`src/rtl/watch_disp_pkg.sv`:
```
// Shared display types, segment glyphs and the BCD-to-segment decoder.
package watch_disp_pkg;

  // Active-low glyphs, bit order {g,f,e,d,c,b,a}.
  localparam logic [6:0] SEG_0     = 7'h40;
  localparam logic [6:0] SEG_1     = 7'h79;
  localparam logic [6:0] SEG_2     = 7'h24;
  localparam logic [6:0] SEG_3     = 7'h30;
  localparam logic [6:0] SEG_4     = 7'h19;
  localparam logic [6:0] SEG_5     = 7'h12;
  localparam logic [6:0] SEG_6     = 7'h02;
  localparam logic [6:0] SEG_7     = 7'h78;
  localparam logic [6:0] SEG_8     = 7'h00;
  localparam logic [6:0] SEG_9     = 7'h10;
  localparam logic [6:0] SEG_DASH  = 7'h3F;
  localparam logic [6:0] SEG_BLANK = 7'h7F;

  // Digit slot index, 0 = leftmost.
  typedef logic [1:0] digit_idx_t;

  // Everything captured at frame start so one frame never tears.
  typedef struct packed {
    logic [1:0] tens_hours;
    logic [3:0] units_hours;
    logic [2:0] tens_minutes;
    logic [3:0] units_minutes;
    logic [5:0] sw_min;
    logic [5:0] sw_sec;
    logic       disp_sel;
    logic       blink_en;
    digit_idx_t blink_digit;
  } frame_t;

  // 0..9 to glyph; anything larger is shown as a dash.
  function automatic logic [6:0] seg_decode(input logic [3:0] val);
    logic [6:0] seg;
    case (val)
      4'd0:    seg = SEG_0;
      4'd1:    seg = SEG_1;
      4'd2:    seg = SEG_2;
      4'd3:    seg = SEG_3;
      4'd4:    seg = SEG_4;
      4'd5:    seg = SEG_5;
      4'd6:    seg = SEG_6;
      4'd7:    seg = SEG_7;
      4'd8:    seg = SEG_8;
      4'd9:    seg = SEG_9;
      default: seg = SEG_DASH;
    endcase
    return seg;
  endfunction

endpackage

```
`src/rtl/bin2bcd60.sv`:
```
// Combinational 6-bit binary to two BCD digits, with a 0..59 range flag.
module bin2bcd60 (
  input  logic [5:0] bin_i,
  output logic [3:0] tens_o,
  output logic [3:0] units_o,
  output logic       in_range_o
);

  logic [5:0] rem;

  // Subtract the largest multiple of ten; the remainder is the units digit.
  always_comb begin
    tens_o = 4'd0;
    rem    = bin_i;
    if (bin_i >= 6'd60) begin
      tens_o = 4'd6;
      rem    = bin_i - 6'd60;
    end else if (bin_i >= 6'd50) begin
      tens_o = 4'd5;
      rem    = bin_i - 6'd50;
    end else if (bin_i >= 6'd40) begin
      tens_o = 4'd4;
      rem    = bin_i - 6'd40;
    end else if (bin_i >= 6'd30) begin
      tens_o = 4'd3;
      rem    = bin_i - 6'd30;
    end else if (bin_i >= 6'd20) begin
      tens_o = 4'd2;
      rem    = bin_i - 6'd20;
    end else if (bin_i >= 6'd10) begin
      tens_o = 4'd1;
      rem    = bin_i - 6'd10;
    end
    units_o    = rem[3:0];
    in_range_o = (bin_i <= 6'd59);
  end

endmodule

```
`src/rtl/watch_display_driver.sv`:
```
// Multiplexed 4-digit seven-segment driver with blink, colon and buzzer tone.
module watch_display_driver
  import watch_disp_pkg::*;
#(
  parameter int unsigned REFRESH_DIV = 50000,
  parameter int unsigned BLINK_DIV   = 25000000,
  parameter int unsigned TONE_DIV    = 12500
) (
  input  logic       clk,
  input  logic       rst,
  input  logic [1:0] tens_hours,
  input  logic [3:0] units_hours,
  input  logic [2:0] tens_minutes,
  input  logic [3:0] units_minutes,
  input  logic [5:0] stopwatch_min,
  input  logic [5:0] stopwatch_sec,
  input  logic       disp_sel,
  input  logic       blink_en,
  input  logic [1:0] blink_digit,
  input  logic       alarm_sound,
  output logic [3:0] an_n,
  output logic [6:0] seg_n,
  output logic       dp_n,
  output logic       buzzer
);

  localparam int unsigned REF_W   = (REFRESH_DIV > 1) ? $clog2(REFRESH_DIV) : 1;
  localparam int unsigned BLINK_W = (BLINK_DIV > 1) ? $clog2(BLINK_DIV) : 1;
  localparam int unsigned TONE_W  = (TONE_DIV > 1) ? $clog2(TONE_DIV) : 1;

  localparam logic [REF_W-1:0]   REF_LAST   = REF_W'(REFRESH_DIV - 1);
  localparam logic [BLINK_W-1:0] BLINK_LAST = BLINK_W'(BLINK_DIV - 1);
  localparam logic [TONE_W-1:0]  TONE_LAST  = TONE_W'(TONE_DIV - 1);

  logic [REF_W-1:0]   ref_cnt_q, ref_cnt_d;
  logic               scan_tick;
  digit_idx_t         idx_q, idx_d;
  frame_t             live, snap_q, frame;

  logic [BLINK_W-1:0] blink_cnt_q, blink_cnt_d;
  logic               blink_phase_q, blink_phase_d;

  logic [TONE_W-1:0]  tone_cnt_q, tone_cnt_d;
  logic               tone_phase_q, tone_phase_d;

  logic [3:0]         an_q, an_d;
  logic [6:0]         seg_q, seg_d;
  logic               dp_q, dp_d;

  logic [3:0]         min_tens, min_units, sec_tens, sec_units;
  logic               min_ok, sec_ok;
  logic [3:0]         digit_val;
  logic               digit_ok;
  logic [6:0]         glyph;

  // Refresh divider and next digit index.
  always_comb begin
    scan_tick = (ref_cnt_q == REF_LAST);
    ref_cnt_d = scan_tick ? '0 : ref_cnt_q + REF_W'(1);
    idx_d     = idx_q + 2'd1;
  end

  // Frame source: while idx is 3 the next tick starts a frame, so digit 0
  // is decoded from the live values that are being captured on that edge.
  always_comb begin
    live.tens_hours    = tens_hours;
    live.units_hours   = units_hours;
    live.tens_minutes  = tens_minutes;
    live.units_minutes = units_minutes;
    live.sw_min        = stopwatch_min;
    live.sw_sec        = stopwatch_sec;
    live.disp_sel      = disp_sel;
    live.blink_en      = blink_en;
    live.blink_digit   = blink_digit;
    frame              = (idx_q == 2'd3) ? live : snap_q;
  end

  bin2bcd60 u_min_bcd (
    .bin_i      (frame.sw_min),
    .tens_o     (min_tens),
    .units_o    (min_units),
    .in_range_o (min_ok)
  );

  bin2bcd60 u_sec_bcd (
    .bin_i      (frame.sw_sec),
    .tens_o     (sec_tens),
    .units_o    (sec_units),
    .in_range_o (sec_ok)
  );

  // Pick the digit for the upcoming slot and decode it to a glyph.
  always_comb begin
    digit_val = '0;
    digit_ok  = 1'b1;
    if (frame.disp_sel) begin
      case (idx_d)
        2'd0:    begin digit_val = min_tens;  digit_ok = min_ok; end
        2'd1:    begin digit_val = min_units; digit_ok = min_ok; end
        2'd2:    begin digit_val = sec_tens;  digit_ok = sec_ok; end
        default: begin digit_val = sec_units; digit_ok = sec_ok; end
      endcase
    end else begin
      case (idx_d)
        2'd0:    digit_val = {2'b00, frame.tens_hours};
        2'd1:    digit_val = frame.units_hours;
        2'd2:    digit_val = {1'b0, frame.tens_minutes};
        default: digit_val = frame.units_minutes;
      endcase
    end
    glyph = digit_ok ? seg_decode(digit_val) : SEG_DASH;
  end

  // Next registered display outputs; blink and colon use the post-edge phase.
  always_comb begin
    an_d = ~(4'b1000 >> idx_d);
    if (frame.blink_en && (frame.blink_digit == idx_d) && blink_phase_d) begin
      seg_d = SEG_BLANK;
    end else begin
      seg_d = glyph;
    end
    dp_d = ~((idx_d == 2'd1) && (frame.disp_sel || !blink_phase_d));
  end

  // Scan counter, frame snapshot and registered display outputs.
  always_ff @(posedge clk or negedge rst) begin
    if (!rst) begin
      ref_cnt_q <= '0;
      idx_q     <= 2'd3;
      snap_q    <= '0;
      an_q      <= '1;
      seg_q     <= SEG_BLANK;
      dp_q      <= 1'b1;
    end else begin
      ref_cnt_q <= ref_cnt_d;
      if (scan_tick) begin
        idx_q <= idx_d;
        if (idx_q == 2'd3) begin
          snap_q <= live;
        end
        an_q  <= an_d;
        seg_q <= seg_d;
        dp_q  <= dp_d;
      end
    end
  end

  // Free-running blink divider.
  always_comb begin
    if (blink_cnt_q == BLINK_LAST) begin
      blink_cnt_d   = '0;
      blink_phase_d = ~blink_phase_q;
    end else begin
      blink_cnt_d   = blink_cnt_q + BLINK_W'(1);
      blink_phase_d = blink_phase_q;
    end
  end

  // Blink phase state.
  always_ff @(posedge clk or negedge rst) begin
    if (!rst) begin
      blink_cnt_q   <= '0;
      blink_phase_q <= 1'b0;
    end else begin
      blink_cnt_q   <= blink_cnt_d;
      blink_phase_q <= blink_phase_d;
    end
  end

  // Tone divider, held cleared while the alarm is silent.
  always_comb begin
    if (!alarm_sound) begin
      tone_cnt_d   = '0;
      tone_phase_d = 1'b0;
    end else if (tone_cnt_q == TONE_LAST) begin
      tone_cnt_d   = '0;
      tone_phase_d = ~tone_phase_q;
    end else begin
      tone_cnt_d   = tone_cnt_q + TONE_W'(1);
      tone_phase_d = tone_phase_q;
    end
  end

  // Tone phase state.
  always_ff @(posedge clk or negedge rst) begin
    if (!rst) begin
      tone_cnt_q   <= '0;
      tone_phase_q <= 1'b0;
    end else begin
      tone_cnt_q   <= tone_cnt_d;
      tone_phase_q <= tone_phase_d;
    end
  end

  assign an_n   = an_q;
  assign seg_n  = seg_q;
  assign dp_n   = dp_q;
  assign buzzer = tone_phase_q;

endmodule

```
`config.mk`:
```
export PLATFORM = sky130hd
export DESIGN_NAME = watch_display_driver
export DESIGN_NICKNAME = d
export VERILOG_FILES = /design/src/rtl/watch_disp_pkg.sv /design/src/rtl/bin2bcd60.sv /design/src/rtl/watch_display_driver.sv
export SDC_FILE = /design/constraint.sdc
export NUM_CORES = 1
export LEC_CHECK = 0
export ABC_AREA = 1
export BUFFER_PORTS_ARGS = -buffer_cell sky130_fd_sc_hd__clkbuf_2
export CORE_ASPECT_RATIO = 2
export CORE_MARGIN = 8
export CORE_UTILIZATION = 45
export CTS_BUF_LIST = sky130_fd_sc_hd__clkbuf_4
export DETAILED_ROUTE_END_ITERATION = 6
export SYNTH_ARGS = -nofsm -noshare
export SYNTH_HDL_FRONTEND = slang
export SYNTH_SLANG_ARGS = --single-unit
```
`constraint.sdc`:
```
create_clock -name clk -period 4.2 [get_ports clk]
set_input_delay 0.63 -clock clk [delete_from_list [all_inputs] [get_ports clk]]
set_output_delay 0.63 -clock clk [all_outputs]
set_load 0.05 [all_outputs]
```
**After elaboration in Yosys (flattened, before gate mapping)**

Memories as Yosys holds them, arrays and structs flattened.
Index checks and enable logic that the tools add are counted.

- Output and inout bits: 13
- Bits in registers: 100
- Memories kept: 1
- Bits in read-only memories: 112
- Word-level logic and storage cells: 108
- Input port bits: 32

Memory list:

| memory | depth | bits a word | rd ports | clocked after Yosys merged registers in | wr ports | RTL line | RTL |
|---|---|---|---|---|---|---|---|
| (name not given) | 16 | 7 | 1 | 0 | 0 | watch_disp_pkg.sv:37 | `case (val)` |

- $add $sub $neg: 16
- Multiplexer cells: 39
- Equal/unequal tests: 8
- Reduce and logical (&&, ||, !) cells: 7
- Order comparisons: 14
- Shifts and indexed selects: 1
- Bitwise gates (word level): 4

Operators with widths:

| cell | number |
|---|---|
| 2-to-1 mux 4 bit | 23 |
| >= comparator 6 bit (second input constant) | 6 |
| subtractor 4 bit (second input constant) | 8 |
| 2-to-1 mux 29 bit | 1 |
| 2-to-1 mux 14 bit | 2 |
| adder 25 x 1 -> 25 bit (second input constant) | 1 |
| == test 25 bit (second input constant) | 1 |
| 2-to-1 mux 25 bit | 1 |
| >= comparator 6 x 5 -> 1 bit (second input constant) | 4 |
| one-hot mux 4 bit (3 select lines) | 2 |
| adder 16 x 1 -> 16 bit (second input constant) | 1 |
| == test 16 bit (second input constant) | 1 |
| 2-to-1 mux 16 bit | 1 |
| adder 14 x 1 -> 14 bit (second input constant) | 1 |
| == test 14 bit (second input constant) | 1 |
| 2-to-1 mux 7 bit | 2 |
| >= comparator 6 x 4 -> 1 bit (second input constant) | 2 |
| less-or-equal comparator 6 bit (second input constant) | 2 |
| subtractor 4 x 2 -> 4 bit (second input constant) | 2 |
| subtractor 4 x 3 -> 4 bit (second input constant) | 2 |
| 2-to-1 mux 1 bit | 7 |
| == test 2 bit (second input constant) | 2 |
| NOT 4 bit | 1 |
| right shift 4 x 2 -> 4 bit (first input constant) | 1 |
| other kinds (10) | 14 |

**Logic depth before layout (Yosys ltp)**

Gate-level depths: netlist (run 1).
An unclocked memory read counts as a cell.

- Word-level depth: 14
- Gate-level depth with buffers: 29
- Gate-level depth less buffers: 28

**Modules after synthesis**

A second synthesis (run 1) with hierarchy kept.

- Cell total of the unflattened synthesis: 952
- Area, all modules: 6,729.0 um2

By module, submodules not included:

| module | instances | sequential area each (um2) | area each (um2) | cells each |
|---|---|---|---|---|
| watch_display_driver | 1 | 2,519.9 | 5,637.9 | 750 |
| bin2bcd60 | 2 | 0.0 | 545.5 | 101 |

**Least setup slack after synthesis (run 1)**

No wires, ideal clock.

- Path kind: reg-to-reg
- Start: reg idx_q[0]
- End: reg seg_q[0] (netlist: seg_n[0])
- Cell stages (with the launch flop): 28
- Setup time: 72 ps
- Required time: 4,128 ps
- Period minus slack after synthesis: 3,495 ps
- Path buffers: 3
- Data arrival time: 3,423 ps
- Slack: 705 ps
- Cells stage by stage: dfstp_2 -> ha_1 -> buf_6 -> buf_2 -> clkbuf_1 -> o21ai_0 -> ha_1 -> inv_1 -> nor2_1 -> nand2_1 -> nand3_1 -> nand2_1 -> nand2_1 -> nand2_1 -> nand2_1 -> nand3_1 -> nand3_1 -> nand2_1 -> nand2_1 -> nand2_2 -> inv_1 -> ha_1 -> inv_1 -> nand3_1 -> nand3_1 -> nand3_1 -> nand2_1 -> inv_1

- Longest elaborated chain between the ends: 14
- Elaborated cells on any way between the ends: 68
- Those cells by class: add/sub: 13; order compare: 14; eq/ne: 4; mux: 32; reduce/logical: 4; memory: 1

RTL lines:

| element | RTL line | RTL |
|---|---|---|
| from (decl) | watch_display_driver.sv:37 | `digit_idx_t idx_q, idx_d;` |
| from (signal assigned) | watch_display_driver.sv:137 | `idx_q <= idx_d;` |
| == test 2 bit | watch_display_driver.sv:75 | `frame = (idx_q == 2'd3) ? live : snap_q;` |
| 2-to-1 mux 29 bit | - |  |
| >= comparator 6 x 4 -> 1 bit or subtractor 4 bit (tied branches) | bin2bcd60.sv:30, bin2bcd60.sv:32 |  |
| 2-to-1 mux 4 bit or 2-to-1 mux 1 bit (tied branches) | bin2bcd60.sv:30 | `end else if (bin_i >= 6'd10) begin` |
| 2-to-1 mux 4 bit | bin2bcd60.sv:27 | `end else if (bin_i >= 6'd20) begin` |
| 2-to-1 mux 4 bit | bin2bcd60.sv:24 | `end else if (bin_i >= 6'd30) begin` |
| 2-to-1 mux 4 bit | bin2bcd60.sv:21 | `end else if (bin_i >= 6'd40) begin` |
| 2-to-1 mux 4 bit | bin2bcd60.sv:18 | `end else if (bin_i >= 6'd50) begin` |
| 2-to-1 mux 4 bit | bin2bcd60.sv:15 | `if (bin_i >= 6'd60) begin` |
| one-hot mux 4 bit (3 select lines) | watch_display_driver.sv:97 | `case (idx_d)` |
| 2-to-1 mux 4 bit | watch_display_driver.sv:96 | `if (frame.disp_sel) begin` |
| memory read (16 x 7 bit) | - |  |
| 2-to-1 mux 7 bit | watch_display_driver.sv:111 | `glyph = digit_ok ? seg_decode(digit_val) : SEG_DASH;` |
| 2-to-1 mux 7 bit * | watch_display_driver.sv:117 | `if (frame.blink_en && (frame.blink_digit == idx_d) && blink_phase_d) begin` |
| to (signal assigned) | watch_display_driver.sv:142 | `seg_q <= seg_d;` |
| to (decl) | watch_display_driver.sv:47 | `logic [6:0] seg_q, seg_d;` |

Mark *: on every way between the ends. The rest lies on a longest branch, timed or not.
A chain may end at the register's enable or synchronous reset.

**Final worst setup path (run 1)**

Same ends and word-level chain as after synthesis.

==> results.py, run 1 <==
metrics = {
    "global_route": {
        "first_global_vias": 5887,
        "global_route.usage.total": 0.187,
        "overflow": 0,
        "wire_length_of_the_first_global_routing_pass_um": 27100,
        "antenna_found_initial": 1,
        "largest_net_degree_at_the_start_of_global_routing": 61,
    },
    "yosys": {
        "part_of_the_yosys_area_used_for_sequential_elements": 0.393,
        "yosys.area.top_type": "dfrtp_1",
        "ys_seq_elements": 98,
        "postSynthAreaPerCell_um2": 7.27,
        "post_syn_instances": 865,
        "ys.warnings.count": 0,
        "post_synth_cell_types": 43,
        "post_synthesis_net_count": 926,
        "area_share_of_the_largest_cell_type_after_synthesis": 0.334,
        "post_synthesis_instance_area_um2": 6290,
        "synth.area.top_cells": "dfrtp_1, nand2_1, inv_1, nand3_1, dfstp_2",
    },
    "timing": {
        "rsz0062_at_grt": "false",
        "hold_violations": 0,
        "fin_worst_skew_ps": 26.9,
        "report.final.setup_viol": 0,
        "tightestPinTransition_ps": 708,
        "worst_slew_margin_rel": 0.525,
        "worst_slack_ps": 530,
        "fin_crit_ps": 3670,
        "final.hold.worst_slack_ps": 173,
        "fmaxAchievable_mhz": 272,
        "timing.setup.tns_ps": 0,
        "timing_max_transition_violations_final": 0,
        "finalCritPeriodShare": 0.874,
    },
    "final_layout": {
        "layout-drive-gt1-share": 0.144,
        "area_overhead_of_the_layout_relative_to_synthesis_pct": 9.19,
        "final_util": 0.497,
        "nNetsFinal": 972,
    },
    "routing": {
        "wl_per_cell_um": 14.6,
        "routed_via_count": 5588,
        "first_pass_iters": 4,
        "wl_um": 16200,
        "ant_nets": 0,
        "avgViaCountPerCell": 5.05,
        "drt_first_iter_violations": 229,
        "drc_errors": 0,
    },
    "worst_setup_path": {
        "timing.critical_path.to_type": "flop",
        "crit_start": "idx_q[0]$_DFFE_PN1N_",
        "worst_ep_required_time_ps": 4610,
        "timing.rr.start": "idx_q[0]$_DFFE_PN1N_",
        "arrival_time_worst_endpoint_ps": 4080,
        "critPathKind": "reg2reg",
        "timing.critical_path.fanout_max": 15,
        "timing.critical_path.from_type": "flop",
    },
    "clocking": {
        "clockRootBuffer": "clkbuf_4",
        "cts_tree": "built",
        "cts_max_level": 3,
        "maximum_number_of_buffers_from_clock_root_to_sink": 2,
        "post_cts_resized": 0,
        "cts-hold-fix-buffers": 0,
        "number_of_clock_buffers_inserted_by_tritoncts": 9,
        "clk-insertion-delay-late_ps": 470,
        "sink_count_of_the_clock_tree": 98,
        "post-cts-setup-buffers": 0,
        "clk_transition_reported_paths_ps": 170,
    },
    "worst_hold_path": {
        "holdCritPathClass": "in2async",
    },
    "floorplan": {
        "core_um2": 13800,
        "dieHeight_um": 183,
        "floorplan.die_area_um2": 18200,
        "ios": 45,
        "initial_utilization": 0.455,
        "floorplan.rows": 61,
        "die_w_um": 99.6,
    },
    "flow_run": {
        "maxCapViolCount": 0,
    },
    "power_and_ir_drop": {
        "power_density_nw_per_um2": 217,
        "p_leak_nw": 3.55,
        "report.power.total_mw": 1.49,
        "worst_ir_drop_vdd_uv": 157,
    },
    "place": {
        "numPortBuffers": 44,
        "dp_wirelength_um": 12700,
        "place_worst_setup_slack_ps": 463,
        "routabilityCongestion": 0.937,
    },
    "outcome": {
        "outcome": "finished, final reports clean",
    },
}
==> logic make-up (layout without fill, tap and decap cells) <==
| kind of cell | Yosys count | in the layout | share of synthesized area |
|---|---|---|---|
| AOI/OAI and AO/OA | 120 | 120 | 0.115 |
| buffers and inverters | 155 | 206 | 0.0965 |
| adders and majority gates | 29 | 29 | 0.0577 |
| other | 0 | 1 | 0 |
| DFF | 98 | 98 | 0.393 |
| xor gates and xnor gates | 16 | 16 | 0.0223 |
| and+or+nand+nor | 437 | 437 | 0.300 |
| muxes | 10 | 10 | 0.0159 |
==> placed cells by master (no fill, tap or decap), types with 4 or more instances in the layout <==
cell type	count
mux2i_1	10
nor4_1	4
o21a_1	4
o21ai_2	7
or2_2	8
dfstp_2	14
inv_1	125
clkbuf_4	11
nand4_1	14
nand2_1	206
inv_2	13
a21oi_1	38
nand2_2	10
ha_1	28
xor2_1	12
o21ai_0	44
nand3_1	75
buf_4	8
dfrtp_1	84
xnor2_1	4
nor2_1	89
o21ai_1	4
nor3_1	22
o22ai_1	5
clkbuf_2	43
==> flip-flops by register name (all words and copies together), names as in the netlist <==
register,flops
tone_cnt_q,14
buzzer,1
ref_cnt_q,16
an_n,4
blink_cnt_q,25
idx_q,2
seg_n,7
dp_n,1
snap_q,27
blink_phase_q,1
==> through the flow <==
step | instances | instance area [µm²]
after global placement | 1089 | 6720
after CTS | 1105 | 6850
final | 1106 | 6870
after floorplan | 865 | 6290
after detailed placement | 1089 | 6720
after global routing | 1106 | 6870
==> worst max-delay path: stages, from the launching register on <==
cell     delay (ps)
dfstp_2         630
ha_4            270
inv_2            60
or2_1           230
o21ai_2         130
inv_2           100
ha_1            200
inv_1            80
nand3_1          80
nor2_1          170
nand3_1         160
nand2_1         100
nand2_1          50
nand2_1          60
nand2_1          80
nand3_1          80
nand3_1          80
nand2_1          70
nand2_1          70
nand2_2         150
inv_1           100
ha_1            200
inv_1            50
nand3_1         100
nand3_1         120
nand3_1          70
nand2_1          80
inv_1            40
==> final timing paths <==
path	to	slack, ps	depth (start not counted)
max reg2reg	seg_n[0]$_DFFE_PN1N_	530	27
min in group clk	buzzer$_DFFE_PN0P_	440	3
min reg2reg	ref_cnt_q[0]$_DFF_PN0_	470	1
min	snap_q[7]$_DFFE_PN0N_	170	1
max	seg_n[0]$_DFFE_PN1N_	530	27
max in group asynchronous	an_n[3]$_DFFE_PN1N_	3160	2
==> Yosys cell counts, drive strengths merged <==
cell    count
nand2     218
inv       138
nor2       92
dfrtp      84
nand3      75
o21ai      56
a21oi      40
ha         29
nor3       22
dfstp      14
nand4      14
xor2       12
clkbuf     11
mux2i      10
or2        10
buf         5
o21a        5
o22ai       5
a31oi       4
nor4        4
xnor2       4
o211ai      3
a211oi      2
a21boi      2
a221oi      2
clkinv      1
nand3b      1
o221ai      1
or4         1
==> final cells by class <==
cell class | instances | area, µm²
clock inverters | 5 | 50.0
clock buffers | 11 | 82.6
well taps | 189 | 236
multi-input cells | 612 | 3230
fillers | 1449 | 6950
repair buffers | 51 | 275
inverters | 139 | 522
diodes | 1 | 2.50
flip-flops and latches | 98 | 2470
==> metal layers <==
layer / track usage / up-vias / wire length, µm
li1: - / 2864 / -
met1: 0.168 / 2578 / 5760
met2: 0.373 / 97 / 9280
met5: 0 / - / 0
met3: 0.0273 / 49 / 390
met4: 0.109 / 0 / 735
==> power by group <==
group | switching [mW] | internal [mW] | total [mW] | leakage, nW
clock | 0.348 | 0.145 | 0.493 | 0.0704
combinational | 0.0301 | 0.0148 | 0.0449 | 2.33
sequential | 0.00163 | 0.947 | 0.949 | 1.15
total | 0.380 | 1.11 | 1.49 | 3.55
Note: power is estimated with default switching activity, not from simulation.
==> run 2, diff against run 1 <==
--- a/config.mk
+++ b/config.mk
@@ -12,6 +12,7 @@
 export CORE_UTILIZATION = 45
 export CTS_BUF_LIST = sky130_fd_sc_hd__clkbuf_4
 export DETAILED_ROUTE_END_ITERATION = 6
+export REMOVE_ABC_BUFFERS = 1
 export SYNTH_ARGS = -nofsm -noshare
 export SYNTH_HDL_FRONTEND = slang
 export SYNTH_SLANG_ARGS = --single-unit
==> run 2 against run 1 <==
Compared with the run above: first-iteration DRC count fell by 24%; highest routed layer unchanged; largest cell class unchanged; sequential share of layout area about the same; worst setup slack improved by 23 ps; worst hold slack improved by 6.1 ps; fmax is 0.63% higher; core utilization is essentially flat; combinational power down 0.9%.
==> results.py, run 2 (synthesized netlist as in run 1, its figures left out) <==
metrics = {
    "place": {
        "place.detailed.instances": 1089,
        "routabilityCongestion": 1.02,
        "numPortBuffers": 44,
        "dp_wirelength_um": 12600,
    },
    "clocking": {
        "number_of_clock_buffers_inserted_by_tritoncts": 9,
        "clk_transition_reported_paths_ps": 170,
        "maximum_number_of_buffers_from_clock_root_to_sink": 2,
        "clockRootBuffer": "clkbuf_4",
        "sink_count_of_the_clock_tree": 98,
        "cts_tree": "built",
        "clk-insertion-delay-late_ps": 490,
        "cts_max_level": 3,
        "post-cts-setup-buffers": 0,
    },
    "worst_setup_path": {
        "ff2ff_path_depth": 27,
        "crit_path_end": "seg_n[0]$_DFFE_PN1N_",
        "critPathKind": "reg2reg",
        "crit_start": "idx_q[1]$_DFFE_PN1N_",
        "worst_path_largest_cell_delay_ps": 630,
        "timing.critical_path.from_type": "flop",
        "worst_path_max_delay_cell": "dfstp_2",
        "worst_ep_required_time_ps": 4650,
        "timing.rr.end": "seg_n[0]$_DFFE_PN1N_",
        "timing.critical_path.to_type": "flop",
        "timing.rr.start": "idx_q[1]$_DFFE_PN1N_",
        "arrival_time_worst_endpoint_ps": 4090,
        "timing.critical_path.fanout_max": 17,
        "slack_of_the_worst_reg_to_reg_path_ps": 550,
        "critical_path.most_common_cell": "nand2_1",
    },
    "timing": {
        "report.final.setup_viol": 0,
        "hold_violations": 0,
        "worst_slew_margin_rel": 0.512,
        "timing.setup.tns_ps": 0,
        "fin_crit_ps": 3650,
        "fin_worst_skew_ps": 17.7,
        "finalCritPeriodShare": 0.868,
        "final.hold.worst_slack_ps": 179,
        "rsz0062_at_grt": "false",
        "fmaxAchievable_mhz": 274,
        "tightestPinTransition_ps": 731,
        "timing_max_transition_violations_final": 0,
    },
    "final_layout": {
        "final_cells": 1106,
        "sequential_cell_area_um2": 2470,
        "leading_cell_type_in_the_layout_fill_and_taps_excluded": "nand2_1",
        "layout-drive-gt1-share": 0.143,
        "area_overhead_of_the_layout_relative_to_synthesis_pct": 9.13,
        "reg.largest.list": "snap_q (27), blink_cnt_q (25), ref_cnt_q (16)",
        "final_util": 0.497,
        "largest_register_ff_count": 27,
        "largest_register": "snap_q",
        "nNetsFinal": 972,
        "multiInputGateArea_um2": 3230,
        "final_cell_mix": "nand2_1, inv_1, nor2_1",
        "filler_cell_count": 1491,
    },
    "global_route": {
        "wire_length_of_the_first_global_routing_pass_um": 26500,
        "largest_net_degree_at_the_start_of_global_routing": 61,
        "overflow": 0,
        "first_global_vias": 5601,
        "global_route.usage.total": 0.186,
        "antenna_found_initial": 1,
    },
    "worst_hold_path": {
        "holdCritPathClass": "in2async",
    },
    "floorplan": {
        "core_um2": 13800,
        "initial_utilization": 0.455,
        "floorplan.rows": 61,
        "floorplan.die_area_um2": 18200,
        "dieHeight_um": 183,
        "die_w_um": 99.6,
        "ios": 45,
    },
    "outcome": {
        "outcome": "finished, final reports clean",
    },
    "routing": {
        "first_pass_iters": 4,
        "drc_errors": 0,
        "ant_nets": 0,
        "wl_per_cell_um": 14.7,
        "routed_via_count": 5509,
        "wl_um": 16200,
        "avgViaCountPerCell": 4.98,
        "drt_first_iter_violations": 174,
    },
    "power_and_ir_drop": {
        "worst_ir_drop_vdd_uv": 109,
        "report.power.total_mw": 1.49,
        "p_leak_nw": 3.54,
        "power_density_nw_per_um2": 217,
    },
    "flow_run": {
        "maxCapViolCount": 0,
    },
}
## run 2: critical path, delay by kind of cell, from the launching register on
kind	cells	cell delay, ps
buffers and inverters	6	510
flip-flops	1	630
adder cells (fa/ha/maj)	3	740
AO/OA/AOI/OAI	2	330
AND/OR/NAND/NOR	16	1370
## run 2: cell type report
class                   instances  share of cell area
clock buffers                   9             0.00985
diodes                          1            0.000365
clock inverters                 7             0.00912
repair buffers                 51              0.0401
multi-input cells             612               0.470
inverters                     139              0.0760
flip-flops and latches         98               0.360
well taps                     189              0.0345
## run 2: per-stage QoR
step                      setup WS, ps  area [µm²]
after floorplan                   -147        6200
after global placement             531        6720
after detailed placement           493        6720
after CTS                          449        6850
after global routing               104        6860
final                              553        6860
## run 2: how the worst min path moves through the flow
stage | depth (start not counted) | endpoint
2_1_floorplan | 0 | blink_cnt_q[0]$_DFF_PN0_
3_3_place_gp | 1 | tone_cnt_q[0]$_DFF_PN0_
3_5_place_dp | 1 | ref_cnt_q[15]$_DFF_PN0_
4_1_cts | 1 | snap_q[0]$_DFFE_PN0N_
5_1_grt | 1 | blink_cnt_q[18]$_DFF_PN0_
6_report | 1 | snap_q[0]$_DFFE_PN0N_
## run 2: where the power goes
part	leakage (nW)	total, mW	internal (mW)	switching [mW]
registers	1.15	0.949	0.947	0.00158
logic	2.33	0.0445	0.0148	0.0297
clock network	0.0622	0.496	0.131	0.365
total	3.54	1.49	1.09	0.396
## run 2: routing by layer
layer / vias up / track usage / routed length, µm
li1: 2864 / - / -
met1: 2508 / 0.172 / 5880
met2: 86 / 0.361 / 9180
met3: 51 / 0.0251 / 389
met4: 0 / 0.122 / 766
met5: - / 0 / 0
## run 2: what timing repair did
item / 4_1_cts / 5_1_grt
hold buffers: 0 / 0
resized for setup: 0 / 1
setup endpoints to repair: 0 / 2
